$ cat src/rtl/a2d_threshold_sampler_if.sv
// Bus bundle for a2d_threshold_sampler.
// Carries the sample stream in, the filtered level out and the event FIFO head
// with its ready/valid handshake.
//   master : sample producer / event consumer (drives sample_*, ev_ready)
//   slave  : the sampler itself (drives dout, dout_x, ev_*, overflow)
interface a2d_threshold_sampler_if #(
  parameter int unsigned CODE_W = 10,
  parameter int unsigned TS_W   = 16
);
  logic              sample_valid;
  logic [CODE_W-1:0] sample_code;
  logic              dout;
  logic              dout_x;
  logic              ev_valid;
  logic              ev_ready;
  logic              ev_rise;
  logic [TS_W-1:0]   ev_ts;
  logic              overflow;

  modport master (
    output sample_valid, sample_code, ev_ready,
    input  dout, dout_x, ev_valid, ev_rise, ev_ts, overflow
  );

  modport slave (
    input  sample_valid, sample_code, ev_ready,
    output dout, dout_x, ev_valid, ev_rise, ev_ts, overflow
  );
endinterface

$ cat src/rtl/a2d_threshold_sampler.sv
// Analog-to-digital threshold sampler.
// Classifies quantized analog samples against VIL/VIH (hysteresis), requires
// FILT consecutive same-class samples to change level, and queues timestamped
// edge events in a DEPTH-entry FIFO.
// Ports:
//   clk  : clock
//   rst  : synchronous active-high reset
//   bus  : slave modport (sample_valid/sample_code in; dout, dout_x, overflow
//          out; ev_valid/ev_ready/ev_rise/ev_ts event FIFO head handshake)
module a2d_threshold_sampler #(
  parameter int unsigned CODE_W   = 10,
  parameter int unsigned VIH_CODE = 700,
  parameter int unsigned VIL_CODE = 300,
  parameter int unsigned FILT     = 3,
  parameter int unsigned TS_W     = 16,
  parameter int unsigned DEPTH    = 4
) (
  input logic                   clk,
  input logic                   rst,
  a2d_threshold_sampler_if.slave bus
);

  localparam int unsigned AW = $clog2(DEPTH);
  localparam logic [CODE_W-1:0] VIH = CODE_W'(VIH_CODE);
  localparam logic [CODE_W-1:0] VIL = CODE_W'(VIL_CODE);
  localparam logic [3:0] FILT_N    = 4'(FILT);
  localparam logic [3:0] FILT_LAST = 4'(FILT - 1);

  typedef enum logic [1:0] {StUnk, StLow, StHigh} state_e;

  state_e          state_q;
  logic [3:0]      cnt_q;
  logic            unk_hi_q;  // class currently being counted while in StUnk
  logic            dout_q;
  logic            dout_x_q;
  logic [TS_W-1:0] ts_q;
  logic            overflow_q;
  logic [AW:0]     wr_ptr_q;
  logic [AW:0]     rd_ptr_q;
  logic [TS_W:0]   mem [DEPTH];  // {rise, ts}

  logic       is_hi;
  logic       is_lo;
  logic [3:0] unk_run;
  logic       push;
  logic       push_rise;
  logic       full;
  logic       empty;
  logic       pop;
  logic       wr_en;

  assign is_hi = (bus.sample_code >= VIH);
  assign is_lo = (bus.sample_code <= VIL);

  // Run length in StUnk if this sample is accepted: continue the run for the
  // same class, otherwise a new class starts over at 1.
  always_comb begin
    unk_run = 4'd1;
    if (cnt_q != 4'd0 && ((is_hi && unk_hi_q) || (is_lo && !unk_hi_q))) begin
      unk_run = cnt_q + 4'd1;
    end
  end

  // Edge qualification; must match the LOW/HIGH transitions in the FSM below.
  always_comb begin
    push      = 1'b0;
    push_rise = 1'b0;
    if (bus.sample_valid && cnt_q == FILT_LAST) begin
      if (state_q == StLow && is_hi) begin
        push      = 1'b1;
        push_rise = 1'b1;
      end else if (state_q == StHigh && is_lo) begin
        push = 1'b1;
      end
    end
  end

  assign empty = (wr_ptr_q == rd_ptr_q);
  assign full  = (wr_ptr_q[AW] != rd_ptr_q[AW]) &&
                 (wr_ptr_q[AW-1:0] == rd_ptr_q[AW-1:0]);
  assign pop   = !empty && bus.ev_ready;
  // A pop in the same cycle frees the slot, so a full FIFO can still accept.
  assign wr_en = push && (!full || pop);

  always_ff @(posedge clk) begin
    if (rst) begin
      state_q    <= StUnk;
      cnt_q      <= 4'd0;
      unk_hi_q   <= 1'b0;
      dout_q     <= 1'b0;
      dout_x_q   <= 1'b1;
      ts_q       <= '0;
      overflow_q <= 1'b0;
      wr_ptr_q   <= '0;
      rd_ptr_q   <= '0;
    end else begin
      if (bus.sample_valid) begin
        ts_q <= ts_q + 1'b1;
        unique case (state_q)
          StUnk: begin
            if (is_hi || is_lo) begin
              unk_hi_q <= is_hi;
              if (unk_run == FILT_N) begin
                state_q  <= is_hi ? StHigh : StLow;
                dout_q   <= is_hi;
                dout_x_q <= 1'b0;
                cnt_q    <= 4'd0;
              end else begin
                cnt_q <= unk_run;
              end
            end else begin
              cnt_q <= 4'd0;
            end
          end
          StLow: begin
            if (is_hi) begin
              if (cnt_q == FILT_LAST) begin
                state_q <= StHigh;
                dout_q  <= 1'b1;
                cnt_q   <= 4'd0;
              end else begin
                cnt_q <= cnt_q + 4'd1;
              end
            end else begin
              cnt_q <= 4'd0;
            end
          end
          StHigh: begin
            if (is_lo) begin
              if (cnt_q == FILT_LAST) begin
                state_q <= StLow;
                dout_q  <= 1'b0;
                cnt_q   <= 4'd0;
              end else begin
                cnt_q <= cnt_q + 4'd1;
              end
            end else begin
              cnt_q <= 4'd0;
            end
          end
          default: begin
            state_q <= StUnk;
            cnt_q   <= 4'd0;
          end
        endcase
      end

      if (wr_en) begin
        wr_ptr_q <= wr_ptr_q + 1'b1;
      end
      if (pop) begin
        rd_ptr_q <= rd_ptr_q + 1'b1;
      end
      if (push && full && !pop) begin
        overflow_q <= 1'b1;
      end
    end
  end

  always_ff @(posedge clk) begin
    if (!rst && wr_en) begin
      mem[wr_ptr_q[AW-1:0]] <= {push_rise, ts_q};
    end
  end

  assign bus.dout     = dout_q;
  assign bus.dout_x   = dout_x_q;
  assign bus.overflow = overflow_q;
  assign bus.ev_valid = !empty;
  assign {bus.ev_rise, bus.ev_ts} = mem[rd_ptr_q[AW-1:0]];

endmodule
$ cat src/flat_wrapper.sv
// flat-port wrapper written by rule: the top's interface ports become plain ports
module a2d_threshold_sampler_flat 
#(
  parameter int unsigned CODE_W   = 10,
  parameter int unsigned VIH_CODE = 700,
  parameter int unsigned VIL_CODE = 300,
  parameter int unsigned FILT     = 3,
  parameter int unsigned TS_W     = 16,
  parameter int unsigned DEPTH    = 4
)
  (clk, rst, bus_sample_valid, bus_sample_code, bus_ev_ready, bus_dout, bus_dout_x, bus_ev_valid, bus_ev_rise, bus_ev_ts, bus_overflow);
  a2d_threshold_sampler_if #(.CODE_W(CODE_W), .TS_W(TS_W)) bus_i ();
  input logic clk;
  input logic rst;
  input wire logic [$bits(bus_i.sample_valid)-1:0] bus_sample_valid;
  input wire logic [$bits(bus_i.sample_code)-1:0] bus_sample_code;
  input wire logic [$bits(bus_i.ev_ready)-1:0] bus_ev_ready;
  output wire logic [$bits(bus_i.dout)-1:0] bus_dout;
  output wire logic [$bits(bus_i.dout_x)-1:0] bus_dout_x;
  output wire logic [$bits(bus_i.ev_valid)-1:0] bus_ev_valid;
  output wire logic [$bits(bus_i.ev_rise)-1:0] bus_ev_rise;
  output wire logic [$bits(bus_i.ev_ts)-1:0] bus_ev_ts;
  output wire logic [$bits(bus_i.overflow)-1:0] bus_overflow;
  assign bus_i.sample_valid = bus_sample_valid;
  assign bus_i.sample_code = bus_sample_code;
  assign bus_i.ev_ready = bus_ev_ready;
  assign bus_dout = bus_i.dout;
  assign bus_dout_x = bus_i.dout_x;
  assign bus_ev_valid = bus_i.ev_valid;
  assign bus_ev_rise = bus_i.ev_rise;
  assign bus_ev_ts = bus_i.ev_ts;
  assign bus_overflow = bus_i.overflow;
  a2d_threshold_sampler #(.CODE_W(CODE_W), .VIH_CODE(VIH_CODE), .VIL_CODE(VIL_CODE), .FILT(FILT), .TS_W(TS_W), .DEPTH(DEPTH)) u_core (.clk(clk), .rst(rst), .bus(bus_i));
endmodule
$ cat config.mk
export PLATFORM = sky130hd
export DESIGN_NAME = a2d_threshold_sampler_flat
export DESIGN_NICKNAME = d
export VERILOG_FILES = /design/src/rtl/a2d_threshold_sampler_if.sv /design/src/rtl/a2d_threshold_sampler.sv /design/src/flat_wrapper.sv
export SDC_FILE = /design/constraint.sdc
export NUM_CORES = 1
export LEC_CHECK = 0
export CORE_MARGIN = 4
export CORE_UTILIZATION = 35
export CTS_BUF_LIST = sky130_fd_sc_hd__clkbuf_2 sky130_fd_sc_hd__clkbuf_4 sky130_fd_sc_hd__clkbuf_8
export CTS_CLUSTER_SIZE = 20
export DETAILED_ROUTE_END_ITERATION = 7
export PLACE_DENSITY = 0.54
export SETUP_SLACK_MARGIN = 0.2
export SLEW_MARGIN = 20
export SYNTH_ARGS = -nofsm -noshare
export SYNTH_HDL_FRONTEND = slang
export SYNTH_SLANG_ARGS = --single-unit
export TNS_END_PERCENT = 100
$ cat constraint.sdc
create_clock -name clk -period 6.6 [get_ports clk]
set_clock_uncertainty 0.2 [all_clocks]
set_input_delay 0.66 -clock clk [delete_from_list [all_inputs] [get_ports clk]]
set_output_delay 0.66 -clock clk [all_outputs]
set_load 0.02 [all_outputs]
**After elaboration in Yosys (flattened, before gate mapping)**

Memory sizes are Yosys's and may differ from the RTL's. A register that Yosys moved wholly into a read port is not among the register bits.
Cells that the tools add are included.

- Add/sub/neg operators: 4
- $lt $le $gt $ge: 2
- Equal/unequal tests: 13
- Muxes and demuxes: 31
- Reduce and logical (&&, ||, !) cells: 27

Operator list:

| kind | count |
|---|---|
| 4-bit 2-to-1 mux | 6 |
| 2-bit 2-to-1 mux | 9 |
| 16-bit by 1-bit adder with 16-bit output, second input constant | 1 |
| 1-bit 2-to-1 mux | 13 |
| 1-bit logical AND | 12 |
| 2-bit by 1-bit != test with 1-bit output, second input constant | 6 |
| 4-bit one-hot mux with 3 select lines | 1 |
| 10-bit >= comparator, second input constant | 1 |
| 10-bit by 9-bit less-or-equal comparator with 1-bit output, second input constant | 1 |
| 4-bit by 2-bit equality test with 1-bit output, second input constant | 2 |
| 8-bit AND reduction | 1 |
| 7-bit AND reduction | 1 |
| 3-bit by 1-bit adder with 3-bit output, second input constant | 2 |
| 2-bit one-hot mux with 3 select lines | 1 |
| 1-bit zero test | 5 |
| 4-bit by 1-bit adder with 4-bit output, second input constant | 1 |
| 4-bit AND reduction | 1 |
| 4-bit nonzero test | 1 |
| 3-bit equality test | 1 |
| 1-bit logical OR | 3 |
| 1-bit one-hot mux with 3 select lines | 1 |
| 3-bit AND reduction | 1 |
| 3-bit nonzero test | 1 |
| 2-bit by 1-bit equality test with 1-bit output, second input constant | 1 |
| other kinds (4) | 4 |

- Register bits: 32
- Bits in writable memories: 68
- Input bits: 14
- Output and inout bits: 21
- Logic and storage cells: 87
- Memories kept: 1

Memories:

| memory | depth | width | rd ports | clocked after Yosys merged registers in | write ports | line | source |
|---|---|---|---|---|---|---|---|
| u_core.mem | 4 | 17 | 1 | 1 | 1 | a2d_threshold_sampler.sv:40 | `logic [TS_W:0] mem [DEPTH];` |

**Logic depth before layout (Yosys ltp)**

- Depth in word-level cells: 9
- Depth in mapped cells: 7
- Mapped depth without buffers: 7

**Least setup slack after synthesis**

No wires, ideal clock.

- Path kind: input -> register
- From: input bus_sample_code[9]
- To: memory u_core.mem[1][0] (netlist bit), enable pin
- Setup time: 375 ps
- Arrival: 2266 ps
- Data required time: 6025 ps
- Setup slack: 3759 ps
- Cell stages on the path: 5
- Buffers on the path: 0
- Cell sequence: or4_4 > o211ai_4 > a22o_4 > and2b_2 > and3_1

- Longest elaborated chain between the ends: 9
- Elaborated cells between the ends (all ways): 11
- Those cells by class: order compare (2); mux (5); reduce/logical (4)

Ends and longest elaborated chain:

| what | line | source |
|---|---|---|
| start: declaration | flat_wrapper.sv:16 | `input wire logic [$bits(bus_i.sample_code)-1:0] bus_sample_code;` |
| 10-bit by 9-bit less-or-equal comparator with 1-bit output | a2d_threshold_sampler.sv:53 | `assign is_lo = (bus.sample_code <= VIL);` |
| 1-bit logical AND | a2d_threshold_sampler.sv:72 | `end else if (state_q == StHigh && is_lo) begin` |
| 1-bit 2-to-1 mux | a2d_threshold_sampler.sv:72 |  |
| 1-bit 2-to-1 mux * | a2d_threshold_sampler.sv:69 | `if (state_q == StLow && is_hi) begin` |
| 1-bit 2-to-1 mux * | a2d_threshold_sampler.sv:68 | `if (bus.sample_valid && cnt_q == FILT_LAST) begin` |
| 1-bit logical AND * | a2d_threshold_sampler.sv:83 | `assign wr_en = push && (!full \|\| pop);` |
| 1-bit logical AND * | a2d_threshold_sampler.sv:161 | `if (!rst && wr_en) begin` |
| 1-bit 2-to-1 mux * | a2d_threshold_sampler.sv:161 |  |
| 1-bit 2-to-1 mux (not written as such) * | a2d_threshold_sampler.sv:162 | `mem[wr_ptr_q[AW-1:0]] <= {push_rise, ts_q};` |
| end: declaration | a2d_threshold_sampler.sv:40 |  |

Mark *: on every way between the ends. The rest lies on a longest branch, timed or not.

**Worst setup path after layout**

- From: input bus_sample_code[9]
- To: memory u_core.mem[1][10] (netlist bit), enable pin

The elaborated chain is that of the path after synthesis.

==> metrics <==
Synth Area in Simple Gates=12.0%; most frequent cells after synthesis=68 x edfxtp_1, 34 x dfxtp_1, 28 x nor2_1; crit path max-delay cell type=and3_1; synth top area cells=edfxtp_1 45%, dfxtp_1 15%, mux4_2 8.5%; post-route ant nets=0; Flop pwr share=between 60% and 70%; die span in y=between 100 and 150 µm; initial core utilization=35.7%; clk sink count=102; final RePlAce weighted congestion=around 0.81; Clock Power Share=33.6%; H-Tree Depth=3; CTS clk-pin slew, worst paths=approximately 0.10 ns; antenna violations before repair=0; vias post-DR=about 2700; port buffer count=34; Fin. Hold Viols=0; Ant. Diodes=0; Worst Hold Slack=between 0.2 and 0.3 ns; Sequential Area=~2700 µm²; main flop type after synthesis=edfxtp_1; CTS tree=yes; post-synthesis sequential area ratio=roughly 60%; Pwr per Cell Area=~210 nW/µm²; Num CTS Buffers=9; Power Internal=roughly 850 µW; Comb power frac=under 10%; CP Max Fanout=17; Post-Syn Instances=around 330; Syn Area/Cell=13.7 µm²; worst path bufs/invs=1; CP arrival=3.13 ns; CTS resizes=0; TritonRoute pass-1 iters=5; status=completed; CORE AREA=12600 µm²; Post-synth ARST share=0%; multi-input logic area=1660 µm²; slew margin rel.=a little under two fifths; Final Setup Violations=0; P_sw=between 200 and 300 µW; Slew @ Worst Pin=approximately 0.93 ns; Final Core Density=between 40% and 50%; Longest Clk Path Bufs=2; Synth area leader=edfxtp_1; total global-route track usage=between 10% and 20%; CP cell instances=clkdlybuf4s50_1 -> or4_4 -> o211ai_4 -> a22o_4 -> and2b_2 -> and3_1; leakage=around 0.0016 µW; Iter 0 DRT Violations=around 180; clock root cell=clkbuf_8; DP HPWL=5750 µm; Switching Share=about a quarter; WL per Instance=roughly 16 µm; Max Cap Violations=0; Mapped Area=approximately 4500 µm²; mux contribution to synthesized area=9.70%; Req. time, crit path=~6.4 ns; fin cells=~540; die area=14700 µm²; post-synthesis register bit count=roughly 100; hold crit path type=reg -> reg; Ports=35; fraction of layout instances using a drive strength above 1=12.8%; Syn. warnings=0; Die W=121 µm; CP startpoint kind=input port; largest stage delay on the critical path=between 0.7 and 0.8 ns; Setup TNS Final=0 ns; Post-Synth Adder-Cell Area=3.90%; Syn Nets=356; Compound-Gate Fraction of Synth Area=under 10%; # hold bufs at CTS=0; RSZ-0062 raised after global routing=no; fill cell count=approximately 1200; Period minus WS final=about 3.3 ns; Setup Buffers After CTS=0; Worst Setup Path Type=in -> reg; vias in the first global route=2660; grt total ovfl=0; Netlist cell types=between 50 and 60; largest family of logic cells by synthesized area=simple AND/OR/NAND/NOR gates; Final Net Count=390; final slew viol count=0; clock latency on the worst-skew pair=about 0.36 ns; post-route clock period utilization=between 50% and 60%; largest net degree at the start of global routing=36; CP Capture Type=flop; Pwr Total=about 1100 µW; most common cell in the netlist=edfxtp_1; area grow syn2layout=15.8%; Synth Area in XOR/XNOR=under 10%; fmax=about 0.3 GHz; CP delay by family, top=simple AND/OR/NAND/NOR gates; num rows=just over 40; EDFF count, synth=about 70; WL final=between 8000 and 9000 µm; placed insts=around 520; maximum vdd drop=between 0.0001 and 0.00015 V; Yosys top cell area share=45.5%; FF-to-FF setup slack=around 3.6 ns; first-pass GRT wire length=~14000 µm; Remaining DRCs=0; vias per inst=approximately 5.0
==> final cells by class <==
| cell class | instances | area share [%] |
|---|---|---|
| flip-flops and latches | 102 | 52.4 |
| multi-input cells | 200 | 32.0 |
| repair buffers | 37 | 6.98 |
| well taps | 172 | 4.14 |
| clock buffers | 9 | 2.38 |
| clock inverters | 7 | 1.23 |
| inverters | 12 | 0.867 |
==> placed cells by master, fill, tap and decap left out, drive strengths merged, types with 3 or more instances in the layout <==
cell type	count
edfxtp	68
dfxtp	34
clkdlybuf4s50	34
nor2	28
mux4	17
nand2	17
inv	17
ha	14
nand3	12
a21oi	11
xnor2	9
clkbuf	9
xor2	8
o21ai	7
and3	6
nand4	6
or3	5
nor3	4
nor3b	4
and4	3
mux2i	3
nor2b	3
buf	3
a211oi	3
==> power by group through the flow <==
stage               combinational (µW)  sequential [µW]  clock (µW)
finish                            59.1              683         376
global placement                  57.7              697           0
floorplan                         39.2              696           0
CTS                               59.0              683         390
global route                      65.9              684         415
detailed placement                58.5              697           0
==> registers in the layout, summed over array words and instances, names as in the netlist, named ones only <==
name,count
u_core.ts_q,16
u_core.rd_ptr_q,3
u_core.wr_ptr_q,3
u_core.mem,68
u_core.unk_hi_q,1
u_core.state_q,2
u_core.bus.dout,1
u_core.bus.dout_x,1
u_core.bus.overflow,1
u_core.cnt_q,4
==> kinds of logic after synthesis <==
kind of cell               Yosys count
and+or+nand+nor                    101
xor gates and xnor gates            17
AOI/OAI and AO/OA                   46
adders and majority gates           14
buffers and inverters               26
DFF                                102
muxes                               22
==> stage by stage <==
stage                     setup slack [ns]  cell area (µm²)
after global routing                  3.09             5200
after detailed placement              2.84             5010
after global placement                2.91             5010
after floorplan                       3.76             4490
final                                 3.27             5200
after CTS                             3.23             5200
==> layer usage <==
metal	track usage, %	vias up	part of all wire [%]
met1	17.8	1325	49
met5	0	-	0
met2	18.8	49	46
li1	-	1313	-
met4	2.31	0	0.80
met3	3.12	7	4.1
==> worst min-delay path, delay by kind of cell (launching register included) <==
kind / cells / cell delay [ns]
AO/OA/AOI/OAI: 1 / 0.07
flip-flops: 1 / 0.34
AND/OR/NAND/NOR: 1 / 0.05
==> path summary, 6_finish.rpt <==
check | from | to | cells past startpoint
max | bus_sample_code[9] | u_core.mem[1][10]$_DFFE_PP_ | 6
min | u_core.bus.dout_x$_SDFFE_PP1P_ | u_core.bus.dout_x$_SDFFE_PP1P_ | 2
max reg2reg | u_core.cnt_q[0]$_SDFFE_PP0P_ | u_core.mem[1][10]$_DFFE_PP_ | 6
min reg2reg | u_core.bus.dout_x$_SDFFE_PP1P_ | u_core.bus.dout_x$_SDFFE_PP1P_ | 2
No activity file was read; power rests on OpenSTA's default activity.
